[config.mk]
export PLATFORM = sky130hd
export DESIGN_NAME = idma_desc64_reader
export DESIGN_NICKNAME = d
export VERILOG_FILES = /design/src/rtl/idma_desc64_pkg.sv /design/src/rtl/idma_desc64_reader_assembler.sv /design/src/rtl/idma_desc64_reader.sv
export SDC_FILE = /design/constraint.sdc
export NUM_CORES = 1
export LEC_CHECK = 0
export ABC_CLOCK_PERIOD_IN_PS = 22600
export CAP_MARGIN = 20
export CORE_MARGIN = 2
export CORE_UTILIZATION = 52
export DETAILED_ROUTE_END_ITERATION = 16
export GPL_TIMING_DRIVEN = 0
export PLACE_DENSITY_LB_ADDON = 0.3
export SETUP_SLACK_MARGIN = 0.1
export SLEW_MARGIN = 20
export SYNTH_ARGS = -nofsm -noshare
export SYNTH_HDL_FRONTEND = slang
export SYNTH_HIERARCHICAL = 1
export SYNTH_SLANG_ARGS = --single-unit
[constraint.sdc]
create_clock -name clk_i -period 22.6 [get_ports clk_i]
set_clock_uncertainty 0.05 [all_clocks]
set_input_delay 4.52 -clock clk_i [delete_from_list [all_inputs] [get_ports clk_i]]
set_output_delay 4.52 -clock clk_i [all_outputs]
set_load 0.1 [all_outputs]
[src/rtl/idma_desc64_pkg.sv]
// Shared types for the desc64 frontend: assembled descriptor layout and beat order.
package idma_desc64_pkg;

  localparam int unsigned BeatsPerDesc = 4;
  localparam logic [63:0] EndOfChain   = '1;

  typedef struct packed {
    logic [31:0] flags;
    logic [31:0] length;
    logic [63:0] next;
    logic [63:0] src;
    logic [63:0] dst;
    logic        err;
  } descriptor_t;

  typedef enum logic [$clog2(BeatsPerDesc)-1:0] {
    BeatLen  = 2'd0,
    BeatNext = 2'd1,
    BeatSrc  = 2'd2,
    BeatDst  = 2'd3
  } beat_e;

endpackage

[src/rtl/idma_desc64_reader_assembler.sv]
// Collects four 64-bit R beats into one descriptor and presents it on a valid/ready output.
// Optional IDMA_DESC64_READER_ERR_EN: sticky capture of SLVERR/DECERR into desc_o.err.
module idma_desc64_reader_assembler
  import idma_desc64_pkg::*;
(
  input  logic        clk_i,
  input  logic        rst_i,
  input  logic [63:0] r_data_i,
  input  logic [1:0]  r_resp_i,
  input  logic        r_last_i,
  input  logic        r_valid_i,
  output logic        r_ready_o,
  output descriptor_t desc_o,
  output logic        desc_valid_o,
  input  logic        desc_ready_i,
  output logic        complete_o,
  output logic [63:0] next_o
);

  beat_e       beat_cnt_q, beat_cnt_d;
  descriptor_t desc_q, desc_d;
  logic        desc_valid_q, desc_valid_d;
  logic        accept;
  logic        unused_resp;

  // The output slot frees up in the same cycle it is consumed, so beat 0 of the
  // next descriptor can land while the previous one is being taken.
  assign r_ready_o    = !desc_valid_q || desc_ready_i;
  assign accept       = r_valid_i && r_ready_o;
  assign complete_o   = accept && (beat_cnt_q == BeatDst);
  assign next_o       = desc_q.next;
  assign desc_o       = desc_q;
  assign desc_valid_o = desc_valid_q;
  assign unused_resp  = ^r_resp_i;

`ifdef IDMA_DESC64_READER_ERR_EN
  logic err_q, err_d;

  always_ff @(posedge clk_i or posedge rst_i) begin
    if (rst_i) begin
      err_q <= 1'b0;
    end else begin
      err_q <= err_d;
    end
  end
`endif

  always_comb begin
    beat_cnt_d   = beat_cnt_q;
    desc_d       = desc_q;
    desc_valid_d = desc_valid_q && !desc_ready_i;
    if (accept) begin
      unique case (beat_cnt_q)
        BeatLen: begin
          desc_d.length = r_data_i[31:0];
          desc_d.flags  = r_data_i[63:32];
          beat_cnt_d    = BeatNext;
        end
        BeatNext: begin
          desc_d.next = r_data_i;
          beat_cnt_d  = BeatSrc;
        end
        BeatSrc: begin
          desc_d.src = r_data_i;
          beat_cnt_d = BeatDst;
        end
        BeatDst: begin
          desc_d.dst   = r_data_i;
          beat_cnt_d   = BeatLen;
          desc_valid_d = 1'b1;
        end
      endcase
    end
`ifdef IDMA_DESC64_READER_ERR_EN
    err_d = err_q | (accept & r_resp_i[1]);
    if (complete_o) begin
      desc_d.err = err_d;
      err_d      = 1'b0;
    end
`else
    desc_d.err = 1'b0;
`endif
  end

  always_ff @(posedge clk_i or posedge rst_i) begin
    if (rst_i) begin
      beat_cnt_q   <= BeatLen;
      desc_q       <= '0;
      desc_valid_q <= 1'b0;
    end else begin
      beat_cnt_q   <= beat_cnt_d;
      desc_q       <= desc_d;
      desc_valid_q <= desc_valid_d;
    end
  end

  a_last_on_final_beat: assert property (
    @(posedge clk_i) disable iff (rst_i)
    accept |-> (r_last_i == (beat_cnt_q == BeatDst))
  );

endmodule

[src/rtl/idma_desc64_reader.sv]
// Desc64 R-channel reader: assembles descriptors and tells the gater how many
// speculative fetches to drop at end of chain. Optional IDMA_DESC64_READER_ERR_EN.
module idma_desc64_reader
  import idma_desc64_pkg::*;
#(
  parameter int unsigned DataWidth    = 64,
  parameter int unsigned MaxSpec      = 4,
  parameter type         flush_t      = logic [$clog2(MaxSpec+1)-1:0],
  parameter type         descriptor_t = idma_desc64_pkg::descriptor_t
) (
  input  logic                 clk_i,
  input  logic                 rst_i,
  input  logic                 fetch_issued_i,
  input  logic [DataWidth-1:0] r_data_i,
  input  logic [1:0]           r_resp_i,
  input  logic                 r_last_i,
  input  logic                 r_valid_i,
  output logic                 r_ready_o,
  output descriptor_t          desc_o,
  output logic                 desc_valid_o,
  input  logic                 desc_ready_i,
  output flush_t               n_to_flush_o,
  output logic                 n_to_flush_valid_o
);

  flush_t      pending_q, pending_d, pending_sum;
  flush_t      n_to_flush_q, n_to_flush_d;
  logic        n_to_flush_valid_q, n_to_flush_valid_d;
  logic        complete;
  logic [63:0] next_ptr;

  idma_desc64_reader_assembler u_asm (
    .clk_i        (clk_i),
    .rst_i        (rst_i),
    .r_data_i     (r_data_i),
    .r_resp_i     (r_resp_i),
    .r_last_i     (r_last_i),
    .r_valid_i    (r_valid_i),
    .r_ready_o    (r_ready_o),
    .desc_o       (desc_o),
    .desc_valid_o (desc_valid_o),
    .desc_ready_i (desc_ready_i),
    .complete_o   (complete),
    .next_o       (next_ptr)
  );

  // At end of chain every fetch still in flight (including one issued this
  // cycle) is reported for flushing; only this cycle's issue stays pending.
  always_comb begin
    pending_sum        = pending_q + flush_t'(fetch_issued_i) - flush_t'(complete);
    pending_d          = pending_sum;
    n_to_flush_d       = n_to_flush_q;
    n_to_flush_valid_d = 1'b0;
    if (complete && (next_ptr == EndOfChain)) begin
      n_to_flush_d       = pending_sum;
      n_to_flush_valid_d = 1'b1;
      pending_d          = flush_t'(fetch_issued_i);
    end
  end

  always_ff @(posedge clk_i or posedge rst_i) begin
    if (rst_i) begin
      pending_q          <= '0;
      n_to_flush_q       <= '0;
      n_to_flush_valid_q <= 1'b0;
    end else begin
      pending_q          <= pending_d;
      n_to_flush_q       <= n_to_flush_d;
      n_to_flush_valid_q <= n_to_flush_valid_d;
    end
  end

  assign n_to_flush_o       = n_to_flush_q;
  assign n_to_flush_valid_o = n_to_flush_valid_q;

endmodule

# [After elaboration in Yosys (flattened, before gate mapping)]
# Index checks and enable logic that the tools add are counted.
[word_totals] in_bits=72 elab_cells=33 out_inout_bits=263 reg_bits=266
[classes] mux=5 n_eq_ne=4 n_reduce_logical=12 add_sub_neg=2
[op_table] op="$eq A64 B64 Y1 const B" n=1
[op_table] op="$pmux W2 S4" n=1
[op_table] op="$reduce_and A2 Y1" n=4
[op_table] op="$eq A2 B2 Y1 const B" n=2
[op_table] op="$logic_and A1 B1 Y1" n=4
[op_table] op="$add A3 B1 Y3" n=1
[op_table] op="$mux W1" n=3
[op_table] op="$mux W3" n=1
[op_table] op="$sub A3 B1 Y3" n=1
[op_table] op="$eq A2 B1 Y1 const B" n=1
[op_table] op="$logic_not A1 Y1" n=2
[op_table] op="$logic_not A2 Y1" n=1
[op_table] op="$logic_or A1 B1 Y1" n=1

# [Depth between registers and ports, before layout]
# Gate-level depths: netlist of run 1.
[depth] depth_word=6 ltp_mapped=13 ltp_nobuf=11

# [Modules after synthesis]
# Netlist of run 1, hierarchy kept.
[modules_own_cells] module="idma_desc64_reader_assembler" n_inst=1 seq_area_each_um2=6481.2 area_per_inst_um2=11195.7 cells_per_inst=628
[modules_own_cells] module="idma_desc64_reader" n_inst=1 seq_area_each_um2=175.2 area_per_inst_um2=483.0 cells_per_inst=50

# [Worst setup path after synthesis of run 1]
# OpenSTA, ideal clock, no wires.
[synth_path] kind="input port to output port" startpoint="input port desc_ready_i" endpoint="output port r_ready_o" setup_slack_ns=13.196 cell_stages=1 required_time_ns=18.030 arrival_time_ns=4.834 path_cell_list="nand2b_4"
[synth_between] elab_chain_cells=1
[synth_lines] item="from (decl)" line="idma_desc64_reader.sv:21" source="input logic desc_ready_i,"
[synth_lines] item="$logic_or A1 B1 Y1" line="idma_desc64_reader_assembler.sv:28" source="assign r_ready_o = !desc_valid_q || desc_ready_i;"
[synth_lines] item="to (decl)" line="idma_desc64_reader.sv:18" source="output logic r_ready_o,"
# Every way passes these cells.

# [Worst setup path after layout of run 1]
# Ends and elaborated chain as after synthesis.

==> impl_summary.log, run 1 <==
INFO  metric outcome = complete, no violations
INFO  metric synthesis.nets = 758
INFO  metric port-buffer-count = 330
INFO  metric worst-slew-pin-transition = 1072 ps
INFO  metric synth_compound_gate_area_share = 0%
INFO  metric start_util = 53.19%
INFO  metric top_cell_type_s_share_of_synthesized_area = 57.00%
INFO  metric ranking_of_synthesized_cells_by_instance_count = 266 x sky130_fd_sc_hd__dfrtp_1, 182 x sky130_fd_sc_hd__mux2_4, 77 x sky130_fd_sc_hd__mux2_2
INFO  metric timing.critical_path.fanout_max = 7
INFO  metric most_frequent_cell_on_critical_path = sky130_fd_sc_hd__clkdlybuf4s50_1
INFO  metric number_of_cells_on_the_worst_reg_to_reg_path = 13
INFO  metric synth_sequential_area_ratio = 57.00%
INFO  metric drt_first_iter_violations = 240
INFO  metric drt-vias-per-instance = 5.095
INFO  metric maxClockFrequency = 92.20 MHz
INFO  metric post_synth_mux_area_share = 31.08%
INFO  metric asyncSetResetFlopFracSynth = 100.0%
INFO  metric fill_cells = 1328
INFO  metric clkLatencyLatePin = 520 ps
INFO  metric cts_repair_resize_count = 0
INFO  metric timing.setup.critical_path_class = input port to output pin
INFO  metric netlist_instances = 678
INFO  metric worst-r2r-setup-slack = 19880 ps
INFO  metric io_pins = 335
INFO  metric overall_die_area = 0.02367 sq mm
INFO  metric dp.final_hpwl = 20350 microns
INFO  metric start_point_of_the_worst_hold_path = u_asm/desc_o[51]$_DFFE_PP0P_
INFO  metric drcViolationCount = 0
INFO  metric setup_viol_count_final = 0
INFO  metric num_vias = 6838
INFO  metric grt_antenna_before_repair = 1
INFO  metric wl_per_cell = 21.58 microns
INFO  metric area_growth_synth_to_finish = 40.51%
INFO  metric hold_crit_endpoint = u_asm/desc_o[51]$_DFFE_PP0P_
INFO  metric main_flop_type_after_synthesis = sky130_fd_sc_hd__dfrtp_1
INFO  metric yosys.cell_count.top_type = sky130_fd_sc_hd__dfrtp_1
INFO  metric fp.dieH = 153.9 microns
INFO  metric maxSlewHeadroom = 28.31%
INFO  metric cp.required = 18030 ps
INFO  metric sequential_cell_area = 0.006656 sq mm
INFO  metric grt_overflow = 0
INFO  metric cell_family_contributing_the_most_delay_on_the_critical_path = buffers and inverters
INFO  metric yosysUniqueCellTypes = 25
INFO  metric synth.avg_cell_area = 17.23 sq um
INFO  metric root_buffer = sky130_fd_sc_hd__clkbuf_16
INFO  metric worst-path-buf-inv = 2
INFO  metric htree_levels = 1
INFO  metric hold_buf_cts = 0
INFO  metric core-area = 0.02196 sq mm
INFO  metric synth.yosys.warnings = 6
INFO  metric timing.final.crit_share = 47.99%
INFO  metric postSynthRegisterBits = 266
INFO  metric largest_net_degree_at_the_start_of_global_routing = 106
INFO  metric worstPathCellList = clkdlybuf4s50_1, nand2b_4, clkdlybuf4s50_1
INFO  metric finalWorstPathRequiredPeriod = 10850 ps
INFO  metric max-clock-path-buffers = 3
INFO  metric rsz0062_at_grt = no
INFO  metric cts_buffers = 29
INFO  metric drt_pre_antenna_iters = 5
INFO  metric cp_slowest_stage_delay = 1140 ps
INFO  metric place_congestion = 0.7485
INFO  metric report.final.slew_viol_count = 0
INFO  metric synth-edff-count = 0
INFO  metric dieWidth = 153.9 microns
INFO  metric crit_slowest_cell = sky130_fd_sc_hd__clkdlybuf4s50_1
INFO  metric syn_area = 0.01168 sq mm
INFO  metric fraction_of_layout_cells_with_a_size_suffix_above_1 = 38.45%
INFO  metric setup.worst_path.end_class = output pin
INFO  metric yosys.area_share.xor_xnor = 0.1500%
INFO  metric cts.reportedPaths.clkPinSlew = 60 ps
INFO  metric cts_sinks = 266
INFO  metric gr-usage-all-layers = 24.47%
INFO  metric utilization = 74.73%
INFO  metric hold-worst-slack = 453.4 ps
INFO  metric post-route-worst-setup-slack = 11750 ps
INFO  metric max-cap-violations = 0
INFO  metric r2r_end = n_to_flush_o[2]$_DFFE_PP0P_
INFO  metric detail-route-antenna-nets = 0
INFO  metric postRouteWirelength = 28970 microns
INFO  metric global_route_wire_length_before_repair = 45250 microns
INFO  metric row_cnt = 54
INFO  metric area_share_of_fa_ha_maj_cells_after_synthesis = 0.9214%
INFO  metric via_count_of_the_first_global_routing_pass = 7444
INFO  metric post_synth_and_or_nand_nor_area_fraction = 2.132%
INFO  metric cts_tree = yes
INFO  metric critical_path_arrival = 6280 ps
INFO  metric leading_area_contributor_after_synthesis = sky130_fd_sc_hd__dfrtp_1
INFO  metric multi_input_area = 0.004008 sq mm
INFO  metric timing.setup.tns = 0 ps
INFO  metric rr_startpoint = u_asm/beat_cnt_q[0]$_DFFE_PP0P_
INFO  metric timing.hold.worst_path_depth = 1
INFO  metric num-nets-final = 1121
INFO  metric preCtsSetupSlack = 11750 ps
INFO  metric post_cts.repair.setup_buffers = 0
INFO  metric hold_violations = 0
INFO  metric dominant_combinational_cell_family_by_area_after_synthesis = multiplexers
INFO  metric worstSetupStartpointType = input port
INFO  metric post_synth_main_area_contributors = sky130_fd_sc_hd__dfrtp_1 57%, sky130_fd_sc_hd__mux2_4 23%, sky130_fd_sc_hd__mux2_2 7.4%
INFO  metric hold_path.class = flop to flop
per-layer routing:
layer	vias to the layer above	wire [microns]	global-route usage [%]
met1	3499	12000	31.33
met3	46	2227	7.046
met2	266	14010	41.14
met4	0	726	6.587
li1	3027	-	-
met5	-	0	0
flip-flops by register name, indices dropped and copies added, names as in the netlist:
name and count:
n_to_flush_o 3, pending_q 3, u_asm/next_o 64, n_to_flush_valid_o 1, u_asm/desc_o 192, u_asm/beat_cnt_q 2, u_asm/desc_valid_o 1
worst max path at each step:
stage | start | end | depth (start not counted)
2_1_floorplan | rst_i | u_asm/beat_cnt_q[0]$_DFFE_PP0P_ | 1
3_3_place_gp | rst_i | u_asm/desc_o[36]$_DFFE_PP0P_ | 2
3_5_place_dp | desc_ready_i | r_ready_o | 3
4_1_cts | desc_ready_i | r_ready_o | 3
5_1_grt | desc_ready_i | r_ready_o | 3
6_report | desc_ready_i | r_ready_o | 3
cell type report:
cell class              count  share of cell area [%]
flip-flops and latches    266                   40.56
multi-input cells         310                   24.42
repair buffers            332                   20.47
plain buffers              93                   5.978
clock buffers              40                   5.040
well taps                 280                   2.135
clock inverters            11                   1.128
inverters                   9                  0.2516
diodes                      1                 0.01525
cell families after synthesis:
family | after synthesis
fa+ha+maj | 8
other cells | 1
flops | 266
simple gates | 37
mux | 262
xor+xnor | 2
buf+inv | 102
placed cells by master, fill, tap and decap left out, drive strengths merged:
| master | n |
|---|---|
| and3 | 3 |
| buf | 95 |
| bufinv | 5 |
| clkbuf | 40 |
| clkdlybuf4s50 | 330 |
| clkinv | 4 |
| clkinvlp | 2 |
| conb | 1 |
| dfrtp | 266 |
| diode | 1 |
| fa | 1 |
| ha | 7 |
| inv | 9 |
| mux2 | 259 |
| mux2i | 3 |
| nand2 | 6 |
| nand2b | 1 |
| nand3 | 1 |
| nand4 | 15 |
| nor2 | 4 |
| nor2b | 1 |
| nor3 | 2 |
| nor4 | 3 |
| or3 | 1 |
| xnor2 | 1 |
| xor2 | 1 |
metrics by stage:
stage / cells / cell area [sq um]
2_1_floorplan: 678 / 11680
3_3_place_gp: 1288 / 15330
3_5_place_dp: 1290 / 15390
4_1_cts: 1341 / 16410
5_1_grt: 1341 / 16410
6_report: 1342 / 16410
Power of run 1 is not shown: default switching activity piles up to over one toggle a cycle in this logic, so the estimate is an artifact.
==> inputs of run 2 (changes only) <==
ABC_CLOCK_PERIOD_IN_PS = 10700   (was 22600)
CORE_UTILIZATION = 48   (was 52)
clock period = 10.7 ns   (was 22.6 ns; I/O delays follow)
==> impl_summary.log, run 2 (same netlist as run 1, synthesis figures left out) <==
INFO  metric outcome = complete, no violations
INFO  metric timing.critical_path.fanout_max = 7
INFO  metric worstSetupStartpoint = desc_ready_i
INFO  metric global_route_wire_length_before_repair = 43970 microns
INFO  metric rr_startpoint = u_asm/beat_cnt_q[1]$_DFFE_PP0P_
INFO  metric num-nets-final = 1121
INFO  metric max-cap-violations = 0
INFO  metric drt-vias-per-instance = 4.831
INFO  metric core-area = 0.02411 sq mm
INFO  metric critical_path_capture_point = r_ready_o
INFO  metric cp.required = 8510 ps
INFO  metric dieWidth = 160.0 microns
INFO  metric wl_per_cell = 20.27 microns
INFO  metric most_frequent_cell_on_critical_path = sky130_fd_sc_hd__clkdlybuf4s50_1
INFO  metric fraction_of_layout_cells_with_a_size_suffix_above_1 = 38.14%
INFO  metric finalWorstPathRequiredPeriod = 6089 ps
INFO  metric sequential_cell_area = 0.006656 sq mm
INFO  metric area_growth_synth_to_finish = 40.93%
INFO  metric cell_family_contributing_the_most_delay_on_the_critical_path = buffers and inverters
INFO  metric io_pins = 335
INFO  metric setup.worst_path.end_class = output pin
INFO  metric place_congestion = 0.7639
INFO  metric cp_slowest_stage_delay = 1140 ps
INFO  metric critical_path_depth = 3
INFO  metric fp.dieH = 160.0 microns
INFO  metric maxClockFrequency = 164.2 MHz
INFO  metric overall_die_area = 0.02559 sq mm
INFO  metric cts_sinks = 266
INFO  metric postRouteWirelength = 28100 microns
INFO  metric gr-usage-all-layers = 21.92%
INFO  metric row_cnt = 57
INFO  metric worst-slew-pin-transition = 1050 ps
INFO  metric number_of_cells_on_the_worst_reg_to_reg_path = 9
INFO  metric root_buffer = sky130_fd_sc_hd__clkbuf_16
INFO  metric clkLatencyLatePin = 530 ps
INFO  metric start_util = 48.45%
INFO  metric crit_slowest_cell = sky130_fd_sc_hd__clkdlybuf4s50_1
INFO  metric placedCellCount = 1334
INFO  metric timing.setup.critical_path_class = input port to output pin
INFO  metric worst-path-buf-inv = 2
INFO  metric timing.final.crit_share = 56.91%
INFO  metric worstPathCellList = clkdlybuf4s50_1, nand2b_4, clkdlybuf4s50_1
INFO  metric num_vias = 6696
INFO  metric cts_tree = yes
INFO  metric drt_first_iter_violations = 289
INFO  metric post_cts.repair.setup_buffers = 0
INFO  metric grt_overflow = 0
INFO  metric hold_path.class = flop to flop
INFO  metric layout_common_cells = 330 x sky130_fd_sc_hd__clkdlybuf4s50_1, 266 x sky130_fd_sc_hd__dfrtp_1, 182 x sky130_fd_sc_hd__mux2_4, 77 x sky130_fd_sc_hd__mux2_2, 65 x sky130_fd_sc_hd__buf_4
INFO  metric fill_cells = 1720
INFO  metric max-clock-path-buffers = 3
INFO  metric port-buffer-count = 330
INFO  metric cts_repair_resize_count = 0
INFO  metric r2r_end = pending_q[0]$_DFF_PP0_
INFO  metric worstSetupStartpointType = input port
INFO  metric rsz0062_at_grt = no
INFO  metric largest_register_ffs = 192
INFO  metric most_common_cell_after_layout_fill_and_taps_aside = sky130_fd_sc_hd__clkdlybuf4s50_1
INFO  metric drt_pre_antenna_iters = 4
INFO  metric antennaDiodeCount = 0
INFO  metric htree_levels = 1
INFO  metric setup_viol_count_final = 0
INFO  metric maxSlewHeadroom = 29.77%
INFO  metric largest_net_degree_at_the_start_of_global_routing = 101
INFO  metric dp.final_hpwl = 20070 microns
INFO  metric report.final.slew_viol_count = 0
INFO  metric cts.reportedPaths.clkPinSlew = 60 ps
INFO  metric multi_input_area = 0.004008 sq mm
INFO  metric detail-route-antenna-nets = 0
INFO  metric worst-r2r-setup-slack = 8010 ps
INFO  metric grt_antenna_before_repair = 0
INFO  metric cts_buffers = 29
INFO  metric drcViolationCount = 0
INFO  metric stdcell_count = 1386
INFO  metric critical_path_arrival = 3900 ps
INFO  metric hold_violations = 0
INFO  metric hold_buf_cts = 0
INFO  metric via_count_of_the_first_global_routing_pass = 7195
[run 2: changes by cell type in the layout (fill, tap and decap cells not counted), sizes merged]
cell	change
clkbuf	+7
bufinv	-1
clkinvlp	-2
clkinv	-3
diode	-1
[run 2: final cells by class]
cell class | instances | area share, %
flip-flops and latches | 266 | 40.44
multi-input cells | 310 | 24.35
plain buffers | 93 | 5.960
repair buffers | 332 | 20.40
clock buffers | 47 | 5.367
well taps | 324 | 2.463
clock inverters | 5 | 0.7602
inverters | 9 | 0.2509
[run 2: how the worst min path moves through the flow]
stage / start / to / slack (ps) / depth (start not counted)
after detailed placement: u_asm/desc_o[241]$_DFFE_PP0P_ / u_asm/desc_o[241]$_DFFE_PP0P_ / 440 / 1
after CTS: u_asm/desc_o[12]$_DFFE_PP0P_ / u_asm/desc_o[12]$_DFFE_PP0P_ / 460 / 1
final: u_asm/desc_o[254]$_DFFE_PP0P_ / u_asm/desc_o[254]$_DFFE_PP0P_ / 450 / 1
after global routing: u_asm/desc_o[252]$_DFFE_PP0P_ / u_asm/desc_o[252]$_DFFE_PP0P_ / 460 / 1
after floorplan: pending_q[2]$_DFF_PP0_ / pending_q[2]$_DFF_PP0_ / 460 / 2
after global placement: u_asm/desc_o[1]$_DFFE_PP0P_ / u_asm/desc_o[1]$_DFFE_PP0P_ / 440 / 1
[run 2: per-stage QoR]
stage | TNS [ps] | hold WS (ps) | setup slack, ps | utilization, % | cell area [sq um]
5_1_grt | 0 | 460.8 | 4566 | 68.28 | 16460
4_1_cts | 0 | 457.6 | 4603 | 68.28 | 16460
2_1_floorplan | 0 | 456.4 | 1383 | - | 11680
6_report | 0 | 453.3 | 4611 | 68.28 | 16460
3_3_place_gp | -500640 | 438.2 | -1950 | 63.83 | 15390
3_5_place_dp | 0 | 441.2 | 4608 | 64.09 | 15450
[run 2: metal layers]
metal | vias to the layer above | GRT usage, % | routed length, microns | share of wire, %
met5 | - | 0 | 0 | 0
met1 | 3387 | 29.16 | 12040 | 43
met2 | 243 | 35.71 | 13290 | 47
li1 | 3025 | - | - | -
met3 | 41 | 6.390 | 2170 | 7.7
met4 | 0 | 5.364 | 600 | 2.1
Power of run 2 is left out for the same reason.
